`src/rtl/sram_arbiter.sv`:
```
// Single-port SRAM arbiter: camera writes vs. VGA reads, read priority with a bounded write-starvation run.
// Write grant-to-ack is WR_CYCLES; reads are 1 + SRAM latency + 1; requesters are held off until their ack.
module sram_arbiter #(
  parameter int ADDR_W     = 19,
  parameter int DATA_W     = 16,
  parameter int WR_CYCLES  = 2,
  parameter int MAX_RD_RUN = 4,
  parameter int RD_TIMEOUT = 16
) (
  input  logic              clock_200mhz,
  input  logic              reset,
  input  logic              cam_en,
  input  logic              vga_en,
  input  logic              wr_req,
  input  logic [ADDR_W-1:0] wr_addr,
  input  logic [DATA_W-1:0] wr_data,
  output logic              wr_ack,
  input  logic              rd_req,
  input  logic [ADDR_W-1:0] rd_addr,
  output logic              rd_ack,
  output logic [DATA_W-1:0] rd_data,
  output logic              rd_valid,
  output logic [ADDR_W-1:0] sram_address,
  output logic [1:0]        sram_byteenable,
  output logic              sram_read,
  output logic              sram_write,
  output logic [DATA_W-1:0] sram_writedata,
  input  logic [DATA_W-1:0] sram_readdata,
  input  logic              sram_readdatavalid,
  output logic              busy,
  output logic              timeout_err
);

  localparam int WC_W = 4;
  localparam int SC_W = $clog2(MAX_RD_RUN + 1);
  localparam int TO_W = (RD_TIMEOUT > 2) ? $clog2(RD_TIMEOUT) : 1;
  localparam logic [WC_W-1:0] WR_LAST = WC_W'(WR_CYCLES - 1);
  localparam logic [TO_W-1:0] TO_LAST = TO_W'(RD_TIMEOUT - 1);
  localparam logic [SC_W-1:0] RUN_MAX = SC_W'(MAX_RD_RUN);

  typedef enum logic [1:0] {IDLE, WR, RD, RD_WAIT} state_t;

  state_t            state, state_nxt;
  logic [WC_W-1:0]   wr_cnt, wr_cnt_nxt;
  logic [TO_W-1:0]   to_cnt, to_cnt_nxt;
  logic [SC_W-1:0]   starve_cnt, starve_cnt_nxt;
  logic [ADDR_W-1:0] address_nxt;
  logic [1:0]        byteenable_nxt;
  logic              read_nxt, write_nxt;
  logic [DATA_W-1:0] writedata_nxt, rd_data_nxt;
  logic              wr_ack_nxt, rd_ack_nxt, rd_valid_nxt, timeout_err_nxt;
  logic              r, w;

  assign r    = rd_req & vga_en;
  assign w    = wr_req & cam_en;
  assign busy = (state != IDLE);

  always_comb begin
    state_nxt       = state;
    wr_cnt_nxt      = wr_cnt;
    to_cnt_nxt      = to_cnt;
    starve_cnt_nxt  = starve_cnt;
    address_nxt     = sram_address;
    byteenable_nxt  = sram_byteenable;
    read_nxt        = 1'b0;
    write_nxt       = sram_write;
    writedata_nxt   = sram_writedata;
    rd_data_nxt     = rd_data;
    wr_ack_nxt      = 1'b0;
    rd_ack_nxt      = 1'b0;
    rd_valid_nxt    = 1'b0;
    timeout_err_nxt = timeout_err;

    case (state)
      IDLE: begin
        write_nxt      = 1'b0;
        byteenable_nxt = 2'b00;
        // Reads win unless the pending write has already waited out a full read run.
        if (w && (!r || (starve_cnt >= RUN_MAX))) begin
          state_nxt      = WR;
          write_nxt      = 1'b1;
          byteenable_nxt = 2'b11;
          address_nxt    = wr_addr;
          writedata_nxt  = wr_data;
          wr_cnt_nxt     = '0;
          wr_ack_nxt     = (WR_LAST == '0);
          starve_cnt_nxt = '0;
        end else if (r) begin
          state_nxt      = RD;
          read_nxt       = 1'b1;
          byteenable_nxt = 2'b11;
          address_nxt    = rd_addr;
          if (!w)
            starve_cnt_nxt = '0;
          else if (starve_cnt < RUN_MAX)
            starve_cnt_nxt = starve_cnt + SC_W'(1);
        end
      end

      WR: begin
        if (wr_cnt == WR_LAST) begin
          state_nxt      = IDLE;
          write_nxt      = 1'b0;
          byteenable_nxt = 2'b00;
        end else begin
          wr_cnt_nxt = wr_cnt + WC_W'(1);
          wr_ack_nxt = ((wr_cnt + WC_W'(1)) == WR_LAST);
        end
      end

      RD: begin
        state_nxt      = RD_WAIT;
        byteenable_nxt = 2'b00;
        to_cnt_nxt     = '0;
      end

      RD_WAIT: begin
        if (sram_readdatavalid) begin
          state_nxt    = IDLE;
          rd_data_nxt  = sram_readdata;
          rd_valid_nxt = 1'b1;
          rd_ack_nxt   = 1'b1;
        end else if (to_cnt == TO_LAST) begin
          // Lost return: release the requester and leave a sticky flag behind.
          state_nxt       = IDLE;
          rd_ack_nxt      = 1'b1;
          timeout_err_nxt = 1'b1;
        end else begin
          to_cnt_nxt = to_cnt + TO_W'(1);
        end
      end

      default: state_nxt = IDLE;
    endcase
  end

  always_ff @(posedge clock_200mhz) begin
    if (reset) begin
      state           <= IDLE;
      wr_cnt          <= '0;
      to_cnt          <= '0;
      starve_cnt      <= '0;
      sram_address    <= '0;
      sram_byteenable <= 2'b00;
      sram_read       <= 1'b0;
      sram_write      <= 1'b0;
      sram_writedata  <= '0;
      rd_data         <= '0;
      wr_ack          <= 1'b0;
      rd_ack          <= 1'b0;
      rd_valid        <= 1'b0;
      timeout_err     <= 1'b0;
    end else begin
      state           <= state_nxt;
      wr_cnt          <= wr_cnt_nxt;
      to_cnt          <= to_cnt_nxt;
      starve_cnt      <= starve_cnt_nxt;
      sram_address    <= address_nxt;
      sram_byteenable <= byteenable_nxt;
      sram_read       <= read_nxt;
      sram_write      <= write_nxt;
      sram_writedata  <= writedata_nxt;
      rd_data         <= rd_data_nxt;
      wr_ack          <= wr_ack_nxt;
      rd_ack          <= rd_ack_nxt;
      rd_valid        <= rd_valid_nxt;
      timeout_err     <= timeout_err_nxt;
    end
  end

endmodule

```
`config.mk`:
```
export PLATFORM = sky130hd
export DESIGN_NAME = sram_arbiter
export DESIGN_NICKNAME = d
export VERILOG_FILES = /design/src/rtl/sram_arbiter.sv
export SDC_FILE = /design/constraint.sdc
export NUM_CORES = 1
export LEC_CHECK = 0
export ABC_AREA = 1
export BUFFER_PORTS_ARGS = -buffer_cell sky130_fd_sc_hd__buf_4
export CAP_MARGIN = 0
export CORE_ASPECT_RATIO = 0.7
export CORE_UTILIZATION = 45
export DETAILED_ROUTE_END_ITERATION = 10
export PLACE_DENSITY = 0.81
export SYNTH_ARGS = -nofsm -noshare
export SYNTH_HDL_FRONTEND = slang
export SYNTH_SLANG_ARGS = --single-unit
```
`constraint.sdc`:
```
create_clock -name clock_200mhz -period 3.37 [get_ports clock_200mhz]
set_clock_uncertainty 0.05 [all_clocks]
set_input_delay 0.5055 -clock clock_200mhz [delete_from_list [all_inputs] [get_ports clock_200mhz]]
set_output_delay 0.5055 -clock clock_200mhz [all_outputs]
set_load 0.005 [all_outputs]
```
==> reports/results.md, run 1 <==
| Item | Value |
|:---|:---|
| Status | complete, no violations |
| Startpoint types | register |
| Unrepaired setup endpoints after global routing | no |
| Fraction of the mapped netlist area in compound gates | 8.291% |
| Die width | 102.8 um |
| Leakage power | 0.002250 uW |
| IO Port Bufs | 136 |
| Internal reg-to-reg setup slack | 1390 ps |
| Proportion of register bits with asynchronous set or reset after synthesis | 0% |
| Number of instances in the synthesized netlist | 458 |
| Max_slew headroom | 58.89% |
| Transition at the pin with the smallest max-transition slack | 615.8 ps |
| Sequential group share of total power | 37.2% |
| Area growth syn-to-layout | 38.76% |
| Last element of the critical path | busy |
| Cell Chain, Critical Path | inv_1, ha_1, buf_4, inv_1, buf_4 |
| WP depth | 5 |
| Number of antenna violations at the first check in global routing | 0 |
| Number of enable flip-flop cells after synthesis | 0 |
| Maximum fanout encountered on the critical timing path | 28 |
| Sort of element at the end of the critical path | output pin |
| Nets | 669 |
| Min Tclk post-route | 2023 ps |
| Fillers | 585 |
| Power share of the clock group | 28.2% |
| Maximum clock frequency | 494.3 MHz |
| Count of hold buffers inserted by post-cts repair | 0 |
| Antenna Diode Count | 0 |
| Power share of the combinational group | 34.6% |
| Data arrival time of the critical path | 1470 ps |
| Largest family of logic cells by synthesized area | simple AND/OR/NAND/NOR gates |
| Number of nets with antenna violations after routing | 0 |
| Initial detailed-routing violation count | 176 |
| Slowest library cell on the worst path | sky130_fd_sc_hd__dfxtp_1 |
| Detailed-route via count | 3289 |
| Switching pwr | 985.3 uW |
| CTS tree | built |
| Mean area per synthesized cell | 6.985 um2 |
| Clock transition at the registers of the reported paths | 80 ps |
| Kind of cell adding the most delay to the critical path | buffers and inverters |
| Switching Fraction | 34.09% |
| Fin. max-slew vios | 0 |
| Num rows | 25 |
| Post-detailed-placement cell area | 4195 um2 |
| GRT Util Overall | 22.14% |
| Clock Root Buffer | sky130_fd_sc_hd__clkbuf_8 |
| Starting utilization of the core area | 46.92% |
| Wire length of the first global-routing pass | 12810 um |
| Adder and majority gate portion of the synthesized area | 3.520% |
| Via count of the first global-routing pass | 2860 |
| Cell count of the worst hold path | 3 |
| Multiplexer share of the synthesized area | 0% |
| Peak supply drop | 429.0 uV |
| Clock latency at the later pin of the worst-skew pair | 340 ps |
| Worst Path Buf+Inv | 4 |
| Aggregate routed wire length | 8238 um |
| Max_cap viols | 0 |
| H-Tree Level Count | 3 |
| Number of buffers created by CTS | 9 |
| Number of setup buffers added after CTS | 0 |
| Yosys warning count | 0 |
| Worst path required time | 2810 ps |
| Max Root-Sink Buffers | 2 |
| Power Density | 651.1 nW/um2 |
| Most used flip-flop cell after synthesis | sky130_fd_sc_hd__dfxtp_1 |
| Synthesized-area fraction occupied by xor and xnor cells | 0.2738% |
| Maximum number of pins on one net before global-route repair | 43 |
| DR DRC count | 0 |
| Synth Area in Simple Gates | 33.32% |
| Average wire per standard cell | 12.08 um |
| Layout cells sized above 1 | 27.72% |
| Slowest stage delay, CP | 340 ps |
| Start of the worst register-to-register path | state[1]$_SDFFE_PP0P_ |
| Vias per std cell | 4.823 |
| Internal power of the cells | 1905 uW |
| Mapped Nets | 544 |
| Final HPWL from detailed placement | 5950 um |
| End of the worst register-to-register path | sram_address[7]$_SDFFE_PP0P_ |
| Part of the Yosys area used for sequential elements | 44.43% |
| Count of state elements after synthesis | 71 |
| Summed area of non-filler cells in the final layout | 4439 um2 |
| Kind of critical path | register to output pin |
| Count of endpoints failing setup in the final report | 0 |
| Num ports | 137 |
| Number of gates resized after cts | 0 |
| Post-route fraction of the period consumed by the critical path | 60.03% |
| Path type of the worst min-delay path | primary input to register |
| Final hold violations | 0 |
| Crit path from | state[1]$_SDFFE_PP0P_ |
| Detailed-router iteration count before antenna repair | 4 |
| Accumulated negative setup slack | 0 ps |
| Area of the core | 6819 um2 |
| Mapped Area | 3199 um2 |
| Area of the die | 7456 um2 |
| Num Clock Sinks | 71 |
| Synth unique cells | 25 |
| Depth of the most critical reg-to-reg path | 8 |
| DIE HEIGHT | 72.55 um |
| Final estimated routing congestion in global placement | 0.8444 |
| Remaining global-route overflow | 0 |
-- cell usage after synthesis (3+ instances only) --
cell / instances / share of area [%]
sky130_fd_sc_hd__inv_2: 3 / 0.35
sky130_fd_sc_hd__buf_2: 6 / 0.94
sky130_fd_sc_hd__clkbuf_1: 5 / 0.59
sky130_fd_sc_hd__nand3_1: 51 / 8.0
sky130_fd_sc_hd__dfxtp_1: 71 / 44
sky130_fd_sc_hd__o21ai_0: 24 / 3.8
sky130_fd_sc_hd__buf_4: 6 / 1.4
sky130_fd_sc_hd__nor2_1: 85 / 10
sky130_fd_sc_hd__buf_6: 5 / 1.8
sky130_fd_sc_hd__inv_1: 40 / 4.7
sky130_fd_sc_hd__nand2_1: 108 / 13
sky130_fd_sc_hd__a21oi_1: 28 / 4.4
sky130_fd_sc_hd__ha_1: 9 / 3.5
-- how the worst min path moves through the flow --
stage                               end              startpoint  slack [ps]
2_1_floorplan    to_cnt[1]$_SDFFE_PP0P_  to_cnt[1]$_SDFFE_PP0P_         390
3_3_place_gp     to_cnt[1]$_SDFFE_PP0P_  to_cnt[1]$_SDFFE_PP0P_         400
3_5_place_dp     to_cnt[1]$_SDFFE_PP0P_  to_cnt[1]$_SDFFE_PP0P_         410
4_1_cts         rd_data[1]$_SDFFE_PP0P_        sram_readdata[1]         350
5_1_grt        rd_data[13]$_SDFFE_PP0P_       sram_readdata[13]         360
6_report       rd_data[10]$_SDFFE_PP0P_       sram_readdata[10]         370
-- power by group through the flow --
stage               sequential (uW)  clock (uW)  combinational [uW]
global placement               1090           0                 961
CTS                            1080         831                1000
floorplan                      1090           0                 643
global route                   1100         869                1130
finish                         1080         816                 999
detailed placement             1090           0                 993
-- flip-flops by register name, indices dropped and copies added, names as in the netlist, 2 cells and up --
name,flops
sram_address,19
rd_data,16
sram_writedata,16
to_cnt,4
wr_cnt,4
starve_cnt,3
state,2
-- worst reg2reg max path: stages (launching register included) --
cell                      delay [ps]
sky130_fd_sc_hd__dfxtp_1         340
sky130_fd_sc_hd__inv_1           110
sky130_fd_sc_hd__ha_1            150
sky130_fd_sc_hd__buf_4           280
sky130_fd_sc_hd__nand2_2         130
sky130_fd_sc_hd__inv_2           470
sky130_fd_sc_hd__nand3_1         170
sky130_fd_sc_hd__nand2_1         120
sky130_fd_sc_hd__inv_1            50
-- layout make-up --
| cell class | instances | area, um2 | share of cell area, % |
|---|---|---|---|
| Timing Repair Buffer | 138 | 1036 | 23.34 |
| Clock inverter | 7 | 120.1 | 2.706 |
| Tap cell | 94 | 117.6 | 2.649 |
| Sequential cell | 71 | 1421 | 32.02 |
| Clock buffer | 9 | 123.9 | 2.790 |
| Inverter | 44 | 167.7 | 3.777 |
| Multi-Input combinational cell | 319 | 1453 | 32.72 |
-- through the flow --
stage               power [uW]  instances  hold slack [ps]  setup slack [ps]  util (%)
floorplan                 1731        458            392.5              2001         -
global placement          2047        666            404.3              1539     61.52
detailed placement        2088        666            408.2              1445     61.52
CTS                       2909        682            350.3              1337     65.10
global route              3096        682            363.2              1229     65.10
finish                    2890        682            368.1              1347     65.10
-- per-layer routing --
| layer | GRT usage [%] | share of wire [%] | routed length [um] | vias up |
|---|---|---|---|---|
| met3 | 5.973 | 5.4 | 444 | 7 |
| met4 | 6.729 | 0.83 | 68 | 0 |
| li1 | - | - | - | 1688 |
| met1 | 27.59 | 45 | 3684 | 1501 |
| met2 | 37.48 | 49 | 4041 | 93 |
| met5 | 0 | 0 | 0 | - |
-- logic make-up after synthesis --
kind of cell | after synthesis
compound gates | 53
xor+xnor | 1
fa+ha+maj | 9
buf+inv | 68
flops | 71
simple gates | 256
-- layout by cell type, fill, tap and decap left out --
cell / instances
sky130_fd_sc_hd__inv_4: 1
sky130_fd_sc_hd__ha_1: 9
sky130_fd_sc_hd__xor2_1: 1
sky130_fd_sc_hd__inv_6: 1
sky130_fd_sc_hd__nand3_2: 2
sky130_fd_sc_hd__and2_1: 1
sky130_fd_sc_hd__buf_4: 138
sky130_fd_sc_hd__nand2_2: 2
sky130_fd_sc_hd__nand2_4: 1
sky130_fd_sc_hd__o21ai_1: 1
sky130_fd_sc_hd__bufinv_16: 3
sky130_fd_sc_hd__nand2_1: 108
sky130_fd_sc_hd__nand4_1: 2
sky130_fd_sc_hd__nor4_1: 1
sky130_fd_sc_hd__nor3_1: 2
sky130_fd_sc_hd__clkinv_4: 1
sky130_fd_sc_hd__clkinv_2: 1
sky130_fd_sc_hd__inv_2: 3
sky130_fd_sc_hd__nand3_1: 51
sky130_fd_sc_hd__a21oi_1: 28
sky130_fd_sc_hd__nand3b_1: 1
sky130_fd_sc_hd__inv_1: 40
sky130_fd_sc_hd__dfxtp_1: 71
sky130_fd_sc_hd__nor2_1: 85
sky130_fd_sc_hd__clkbuf_8: 9
sky130_fd_sc_hd__clkinvlp_4: 1
sky130_fd_sc_hd__o21ai_0: 24
No activity file was read; power rests on OpenSTA's default activity.
==> run 2: changes to the inputs <==
--- a/config.mk
+++ b/config.mk
@@ -9,7 +9,7 @@
 export BUFFER_PORTS_ARGS = -buffer_cell sky130_fd_sc_hd__buf_4
 export CAP_MARGIN = 0
 export CORE_ASPECT_RATIO = 0.7
-export CORE_UTILIZATION = 45
+export CORE_UTILIZATION = 43
 export DETAILED_ROUTE_END_ITERATION = 10
 export PLACE_DENSITY = 0.81
 export SYNTH_ARGS = -nofsm -noshare
==> constraint.sdc (replaced) <==
create_clock -name clock_200mhz -period 1.75 [get_ports clock_200mhz]
set_clock_uncertainty 0.05 [all_clocks]
set_input_delay 0.2625 -clock clock_200mhz [delete_from_list [all_inputs] [get_ports clock_200mhz]]
set_output_delay 0.2625 -clock clock_200mhz [all_outputs]
set_load 0.005 [all_outputs]
==> run 2 against run 1 <==
Net effect: count of clock-buffer cells in the layout increased by 2; non-clock buffer count increased by 4; wire length decreased by 2.1%; largest power group unchanged.
==> reports/results.md, run 2 (same netlist as run 1, synthesis figures left out) <==
| Item | Value | Change |
|:---|:---|:---|
| Status | complete, no violations | unchanged |
| Power share of the clock group | 26.4% | was 28.2% |
| Cell Chain, Critical Path | inv_1, ha_2, inv_1, buf_4 | was inv_1, ha_1, buf_4, inv_1, buf_4 |
| Clock Root Buffer | sky130_fd_sc_hd__clkbuf_8 | unchanged |
| Slowest library cell on the worst path | sky130_fd_sc_hd__dfxtp_1 | unchanged |
| CTS tree | built | unchanged |
| Sort of element at the end of the critical path | output pin | unchanged |
| Last element of the critical path | busy | unchanged |
| Post-route fraction of the period consumed by the critical path | 95.41% |  |
| Pre-CTS worst setup slack | 49.10 ps | was 1445 ps |
| Max_cap viols | 0 | unchanged |
| Most repeated library cell on the critical path | sky130_fd_sc_hd__inv_1 |  |
| Clock latency at the later pin of the worst-skew pair | 340 ps | about the same |
| Area of the die | 7794 um2 | was 7456 um2 |
| Average wire per standard cell | 11.76 um | was 12.08 um |
| Top register by number of flip-flops | sram_address | unchanged |
| Num ports | 137 | unchanged |
| Kind of critical path | register to output pin | unchanged |
| Wire length of the first global-routing pass | 13110 um | was 12810 um |
| Kind of cell adding the most delay to the critical path | buffers and inverters | unchanged |
| Summed area of non-filler cells in the final layout | 4463 um2 | was 4439 um2 |
| Number of antenna violations at the first check in global routing | 0 | unchanged |
| Max reg flops | 19 | unchanged |
| Area of the core | 6975 um2 | was 6819 um2 |
| Final hold violations | 0 | unchanged |
| Maximum clock frequency | 598.9 MHz |  |
| Internal power of the cells | 3612 uW | was 1905 uW |
| Detailed-router iteration count before antenna repair | 4 | unchanged |
| Power Density | 1225 nW/um2 | was 651.1 nW/um2 |
| Internal reg-to-reg setup slack | 180 ps | was 1390 ps |
| Area growth syn-to-layout | 39.50% | was 38.76% |
| Nets | 673 | was 669 |
| Post-detailed-placement cell area | 4238 um2 | was 4195 um2 |
| Number of nets with antenna violations after routing | 0 | unchanged |
| Met3 layer usage reported by global route | 5.960% | was 5.973% |
| Maximum number of pins on one net before global-route repair | 38 | was 43 |
| Antenna Diode Count | 0 | unchanged |
| Path type of the worst min-delay path | primary input to register | unchanged |
| Power share of the combinational group | 35.6% | was 34.6% |
| DR DRC count | 0 | unchanged |
| Num rows | 25 | unchanged |
| Met1 Use GR | 25.11% | was 27.59% |
| Via count of the first global-routing pass | 2928 | was 2860 |
| Detailed-route via count | 3284 | was 3289 |
| Unrepaired setup endpoints after global routing | no | unchanged |
| GR Util met2 | 37.31% | was 37.48% |
| End of the worst register-to-register path | state[0]$_SDFFE_PP0P_ | was sram_address[7]$_SDFFE_PP0P_ |
| Switching Fraction | 33.91% | was 34.09% |
| Sequential group share of total power | 38.0% | was 37.2% |
| Clock transition at the registers of the reported paths | 80 ps | about the same |
| Worst path required time | 1440 ps | was 2810 ps |
| Die width | 105.1 um | was 102.8 um |
| Transition at the pin with the smallest max-transition slack | 481.0 ps | was 615.8 ps |
| Starting utilization of the core area | 45.87% | was 46.92% |
| Vias per std cell | 4.787 | was 4.823 |
| H-Tree Level Count | 3 | unchanged |
| Leakage power | 0.002262 uW | was 0.002250 uW |
| WP depth | 4 | was 5 |
| Max Root-Sink Buffers | 2 | unchanged |
| Most common library cell in the layout ignoring fill and taps | sky130_fd_sc_hd__buf_4 | unchanged |
| Max_slew headroom | 67.90% | was 58.89% |
| Slowest stage delay, CP | 340 ps | about the same |
| Startpoint types | register | unchanged |
| Biggest regs | sram_address: 19 flops, rd_data: 16 flops, sram_writedata: 16 flops | unchanged |
| Final estimated routing congestion in global placement | 0.7912 | was 0.8444 |
| Switching pwr | 1853 uW | was 985.3 uW |
| Layout cells sized above 1 | 28.21% | was 27.72% |
| Final HPWL from detailed placement | 6055 um | was 5950 um |
| Remaining global-route overflow | 0 | unchanged |
| Aggregate routed wire length | 8069 um | was 8238 um |
| Num Clock Sinks | 71 | unchanged |
| Start of the worst register-to-register path | state[1]$_SDFFE_PP0P_ | unchanged |
| Commonest cells after routing, fill and taps aside | sky130_fd_sc_hd__buf_4, sky130_fd_sc_hd__nand2_1, sky130_fd_sc_hd__nor2_1, sky130_fd_sc_hd__dfxtp_1, sky130_fd_sc_hd__nand3_1 | unchanged |
| Depth of the most critical reg-to-reg path | 6 | was 8 |
| Maximum fanout encountered on the critical timing path | 11 | was 28 |
| Count of endpoints failing setup in the final report | 0 | unchanged |
| Crit path from | state[1]$_SDFFE_PP0P_ | unchanged |
| GRT Util Overall | 21.07% | was 22.14% |
| DIE HEIGHT | 74.17 um | was 72.55 um |
| IO Port Bufs | 136 | unchanged |
| Fin. max-slew vios | 0 | unchanged |
| Peak supply drop | 548.9 uV | was 429.0 uV |
| Min Tclk post-route | 1670 ps |  |
| GR peak layer | met2 | unchanged |
| Data arrival time of the critical path | 1360 ps | was 1470 ps |
| Initial detailed-routing violation count | 191 | was 176 |
| Worst Path Buf+Inv | 3 | was 4 |
| Number of buffers created by CTS | 9 | unchanged |
| Final setup slack of the worst path | 80.28 ps | was 1347 ps |
| Accumulated negative setup slack | 0 ps | unchanged |
## run 2: cell types whose count changed in the layout (fill, tap and decap cells not counted), sizes merged
cell	change
inv	-1
buf	+4
bufinv	-1
clkbuf	+2
## run 2: cell type report
| cell class | count | area [um2] |
|---|---|---|
| clock inverters | 5 | 81.33 |
| clock buffers | 11 | 141.4 |
| inverters | 44 | 167.7 |
| multi-input cells | 319 | 1455 |
| repair buffers | 142 | 1079 |
| well taps | 94 | 117.6 |
| flip-flops and latches | 71 | 1421 |
| fillers | 600 | 2512 |
## run 2: timing repair
item	CTS	global route
buffers inserted	0	0
setup endpoints to repair	1	0
resized for setup	1	0
hold buffers	0	0
## run 2: worst min-delay path by stage
stage	from	endpoint	slack (ps)	depth (start not counted)
CTS	sram_readdata[13]	rd_data[13]$_SDFFE_PP0P_	110	3
finish	sram_readdata[0]	rd_data[0]$_SDFFE_PP0P_	120	3
global route	sram_readdata[0]	rd_data[0]$_SDFFE_PP0P_	120	3
floorplan	sram_readdatavalid	rd_ack$_SDFF_PP0_	370	2
global placement	sram_writedata[8]$_SDFFE_PP0P_	sram_writedata[8]$_SDFFE_PP0P_	400	2
detailed placement	sram_writedata[0]$_SDFFE_PP0P_	sram_writedata[0]$_SDFFE_PP0P_	410	2
## run 2: metal layers
metal | up-vias | wire (um)
met5 | - | 0
met4 | 0 | 78
met3 | 6 | 431
met2 | 91 | 3954
met1 | 1492 | 3605
li1 | 1695 | -
## run 2: worst min-delay path, cell delays in order
cell,delay (ps)
sky130_fd_sc_hd__buf_4,70
sky130_fd_sc_hd__o21ai_0,70
sky130_fd_sc_hd__nor2_1,70
## run 2: stage by stage
| step | hold WS [ps] | total power [uW] | std cells | util (%) |
|---|---|---|---|---|
| finish | 118.2 | 5465 | 686 | 63.98 |
| global route | 115.8 | 5864 | 686 | 63.98 |
| CTS | 110.9 | 5509 | 686 | 63.98 |
| detailed placement | 411.7 | 4047 | 670 | 60.75 |
| global placement | 403.8 | 3974 | 670 | 60.75 |
| floorplan | 365.8 | 3333 | 458 | - |
## run 2: power groups by stage
stage,registers [uW],logic (uW),clock network (uW)
finish,2080,1950,1440
CTS,2070,1960,1480
global route,2110,2210,1550
global placement,2090,1880,0
floorplan,2090,1240,0
detailed placement,2110,1940,0
==> run 3: changes to the inputs <==
==> constraint.sdc (replaced) <==
create_clock -name clock_200mhz -period 1.75 [get_ports clock_200mhz]
set_clock_uncertainty 0.05 [all_clocks]
set_input_delay 0.0875 -clock clock_200mhz [delete_from_list [all_inputs] [get_ports clock_200mhz]]
set_output_delay 0.0875 -clock clock_200mhz [all_outputs]
set_load 0.005 [all_outputs]
==> run 3 against run 2 <==
Net effect: final cell count up 9.5%; utilization up 9.7 points; combinational power up 11%; critical path depth up 3; critical path type is now register to register; largest cell class is now non-clock buffers; largest power group is now combinational logic; highest routed layer unchanged.
==> reports/results.md, run 3 (same netlist as run 1, synthesis figures left out) <==
| Item | Value | Change |
|:---|:---|:---|
| Power share of the combinational group | 38.1% | was 35.6% |
| Maximum fanout encountered on the critical timing path | 4 | was 11 |
| Switching pwr | 1959 uW | was 1853 uW |
| Maximum number of pins on one net before global-route repair | 42 | was 38 |
| Kind of critical path | register to register | was register to output pin |
| Final estimated routing congestion in global placement | 0.8169 | was 0.7912 |
| Most common library cell in the layout ignoring fill and taps | sky130_fd_sc_hd__buf_4 | unchanged |
| Top register by number of flip-flops | sram_address | unchanged |
| Slowest stage delay, CP | 340 ps | about the same |
| Summed area of non-filler cells in the final layout | 5137 um2 | was 4463 um2 |
| Clock transition at the registers of the reported paths | 70 ps | was 80 ps |
| Starting utilization of the core area | 45.87% | unchanged |
| Unrepaired setup endpoints after global routing | no | unchanged |
| Transition at the pin with the smallest max-transition slack | 483.7 ps | was 481.0 ps |
| Die width | 105.1 um | unchanged |
| Num rows | 25 | unchanged |
| Final HPWL from detailed placement | 5923 um | was 6055 um |
| Sum of routed wire segments on met1 | 4119 um | was 3605 um |
| Area of the die | 7794 um2 | unchanged |
| Num Clock Sinks | 71 | unchanged |
| Path type of the worst min-delay path | primary input to register | unchanged |
| Worst path required time | 1930 ps | was 1440 ps |
| Clock Root Buffer | sky130_fd_sc_hd__clkbuf_8 | unchanged |
| Status | complete, no violations | unchanged |
| Number of nets with antenna violations after routing | 0 | unchanged |
| Detailed-router iteration count before antenna repair | 5 | was 4 |
| Commonest cells after routing, fill and taps aside | sky130_fd_sc_hd__buf_4, sky130_fd_sc_hd__nand2_1, sky130_fd_sc_hd__nor2_1, sky130_fd_sc_hd__dfxtp_1, sky130_fd_sc_hd__dlygate4sd3_1 | was sky130_fd_sc_hd__buf_4, sky130_fd_sc_hd__nand2_1, sky130_fd_sc_hd__nor2_1, sky130_fd_sc_hd__dfxtp_1, sky130_fd_sc_hd__nand3_1 |
| Post-route fraction of the period consumed by the critical path | 89.02% | was 95.41% |
| Clock latency at the later pin of the worst-skew pair | 350 ps | was 340 ps |
| Max reg flops | 19 | unchanged |
| Power Density | 1107 nW/um2 | was 1225 nW/um2 |
| H-Tree Level Count | 3 | unchanged |
| Internal power of the cells | 3729 uW | was 3612 uW |
| Maximum clock frequency | 641.9 MHz | was 598.9 MHz |
| Number of buffers created by CTS | 9 | unchanged |
| Antenna Diode Count | 0 | unchanged |
| Detailed-route via count | 3668 | was 3284 |
| Overall Power | 5688 uW | was 5465 uW |
| Aggregate routed wire length | 9753 um | was 8069 um |
| Switching Fraction | 34.44% | was 33.91% |
| Max_slew headroom | 67.72% | was 67.90% |
| Via count of the first global-routing pass | 3466 | was 2928 |
| Biggest regs | sram_address: 19 flops, rd_data: 16 flops, sram_writedata: 16 flops | unchanged |
| Leakage power | 0.002540 uW | was 0.002262 uW |
| Vias per std cell | 4.884 | was 4.787 |
| Max Root-Sink Buffers | 2 | unchanged |
| DIE HEIGHT | 74.17 um | unchanged |
| CTS tree | built | unchanged |
| Worst Path Buf+Inv | 1 | was 3 |
| Data arrival time of the critical path | 1740 ps | was 1360 ps |
| Layout cells sized above 1 | 25.42% | was 28.21% |
| Startpoint types | register | unchanged |
| Cell Chain, Critical Path | ha_1, nand3_1, nand3_1, nand2_1, nor2_1, o21ai_0, inv_1 | was inv_1, ha_2, inv_1, buf_4 |
| Max_cap viols | 0 | unchanged |
| Most repeated library cell on the critical path | sky130_fd_sc_hd__nand3_1 | was sky130_fd_sc_hd__inv_1 |
| Area of the core | 6975 um2 | unchanged |
| Power share of the clock group | 25.4% | was 26.4% |
| Slowest library cell on the worst path | sky130_fd_sc_hd__dfxtp_1 | unchanged |
| Final hold violations | 0 | unchanged |
| Post-detailed-placement cell area | 4223 um2 | was 4238 um2 |
| Met2 routed WL | 4852 um | was 3954 um |
| Number of antenna violations at the first check in global routing | 0 | unchanged |
| Average wire per standard cell | 12.99 um | was 11.76 um |
| Sequential group share of total power | 36.5% | was 38.0% |
| Count of endpoints failing setup in the final report | 0 | unchanged |
| Wire length of the first global-routing pass | 15460 um | was 13110 um |
| Peak supply drop | 549.3 uV | was 548.9 uV |
| IO Port Bufs | 136 | unchanged |
| Top Metal Used | met4 | unchanged |
| Kind of cell adding the most delay to the critical path | simple AND/OR/NAND/NOR gates | was buffers and inverters |
| Sort of element at the end of the critical path | register | was output pin |
| DR DRC count | 0 | unchanged |
| Min Tclk post-route | 1558 ps | was 1670 ps |
| GRT Util Overall | 25.11% | was 21.07% |
| Num ports | 137 | unchanged |
| Initial detailed-routing violation count | 237 | was 191 |
| Amount of wire on met3 after detailed routing | 502 um | was 431 um |
| Fin. max-slew vios | 0 | unchanged |
| Remaining global-route overflow | 0 | unchanged |
| Accumulated negative setup slack | 0 ps | unchanged |
| Nets | 738 | was 673 |
| Area growth syn-to-layout | 60.58% | was 39.50% |
-- run 3: cell count changes in the layout (fill, tap and decap cells not counted) --
cell,previous run,this run
sky130_fd_sc_hd__dlygate4sd3_1,0,67
sky130_fd_sc_hd__ha_1,8,7
sky130_fd_sc_hd__nand3_4,0,1
sky130_fd_sc_hd__buf_4,141,139
sky130_fd_sc_hd__ha_4,0,1
sky130_fd_sc_hd__clkinv_2,1,3
sky130_fd_sc_hd__clkinvlp_4,1,0
sky130_fd_sc_hd__clkbuf_1,1,0
sky130_fd_sc_hd__nand3_2,2,1
-- run 3: path summary, 6_finish.rpt --
check | slack [ps] | end | from | depth (start not counted)
worst max-delay path | 190 | to_cnt[2]$_SDFFE_PP0P_ | to_cnt[0]$_SDFFE_PP0P_ | 7
worst min-delay path | 10 | sram_address[11]$_SDFFE_PP0P_ | rd_addr[11] | 5
worst max register to register | 190 | to_cnt[2]$_SDFFE_PP0P_ | to_cnt[0]$_SDFFE_PP0P_ | 7
worst min register to register | 420 | sram_writedata[7]$_SDFFE_PP0P_ | sram_writedata[7]$_SDFFE_PP0P_ | 2
-- run 3: metal layers --
metal / GRT usage, % / vias to the layer above
li1: - / 1827
met1: 29.16 / 1676
met2: 45.11 / 135
met3: 5.434 / 30
met4: 12.52 / 0
met5: 0 / -
-- run 3: area by class of cell --
| type | count | area [um2] |
|---|---|---|
| Fill cell | 501 | 1838 |
| Timing Repair Buffer | 207 | 1734 |
| Multi-Input combinational cell | 319 | 1475 |
| Sequential cell | 71 | 1421 |
| Inverter | 44 | 167.7 |
| Clock buffer | 10 | 137.6 |
| Tap cell | 94 | 117.6 |
| Clock inverter | 6 | 83.83 |
-- run 3: timing repair --
item,CTS,global route
buffers inserted,0,0
hold endpoints to repair,52,0
hold buffers,67,0
gates resized for setup,0,4
setup endpoints to repair,0,41
-- run 3: stage by stage --
stage / utilization (%) / cells / hold slack, ps / setup slack, ps
after floorplan: - / 458 / 190.8 / 388.4
after global placement: 60.54 / 668 / 287.2 / 181.7
after detailed placement: 60.54 / 668 / 295.6 / 31.33
after CTS: 73.33 / 751 / 1.001 / 10.16
after global routing: 73.65 / 751 / 9.081 / 65.19
final: 73.65 / 751 / 10.97 / 192.1
-- run 3: power by group through the flow --
stage	logic (uW)	registers, uW	clock network, uW
floorplan	1240	2090	0
global placement	1890	2090	0
detailed placement	1940	2110	0
CTS	2070	2070	1470
global route	2430	2110	1550
finish	2170	2080	1440
-- run 3: worst min-delay path: cells and delay by family --
kind,cells,cell delay (ps)
and+or+nand+nor,3,170
buffers and inverters,2,120
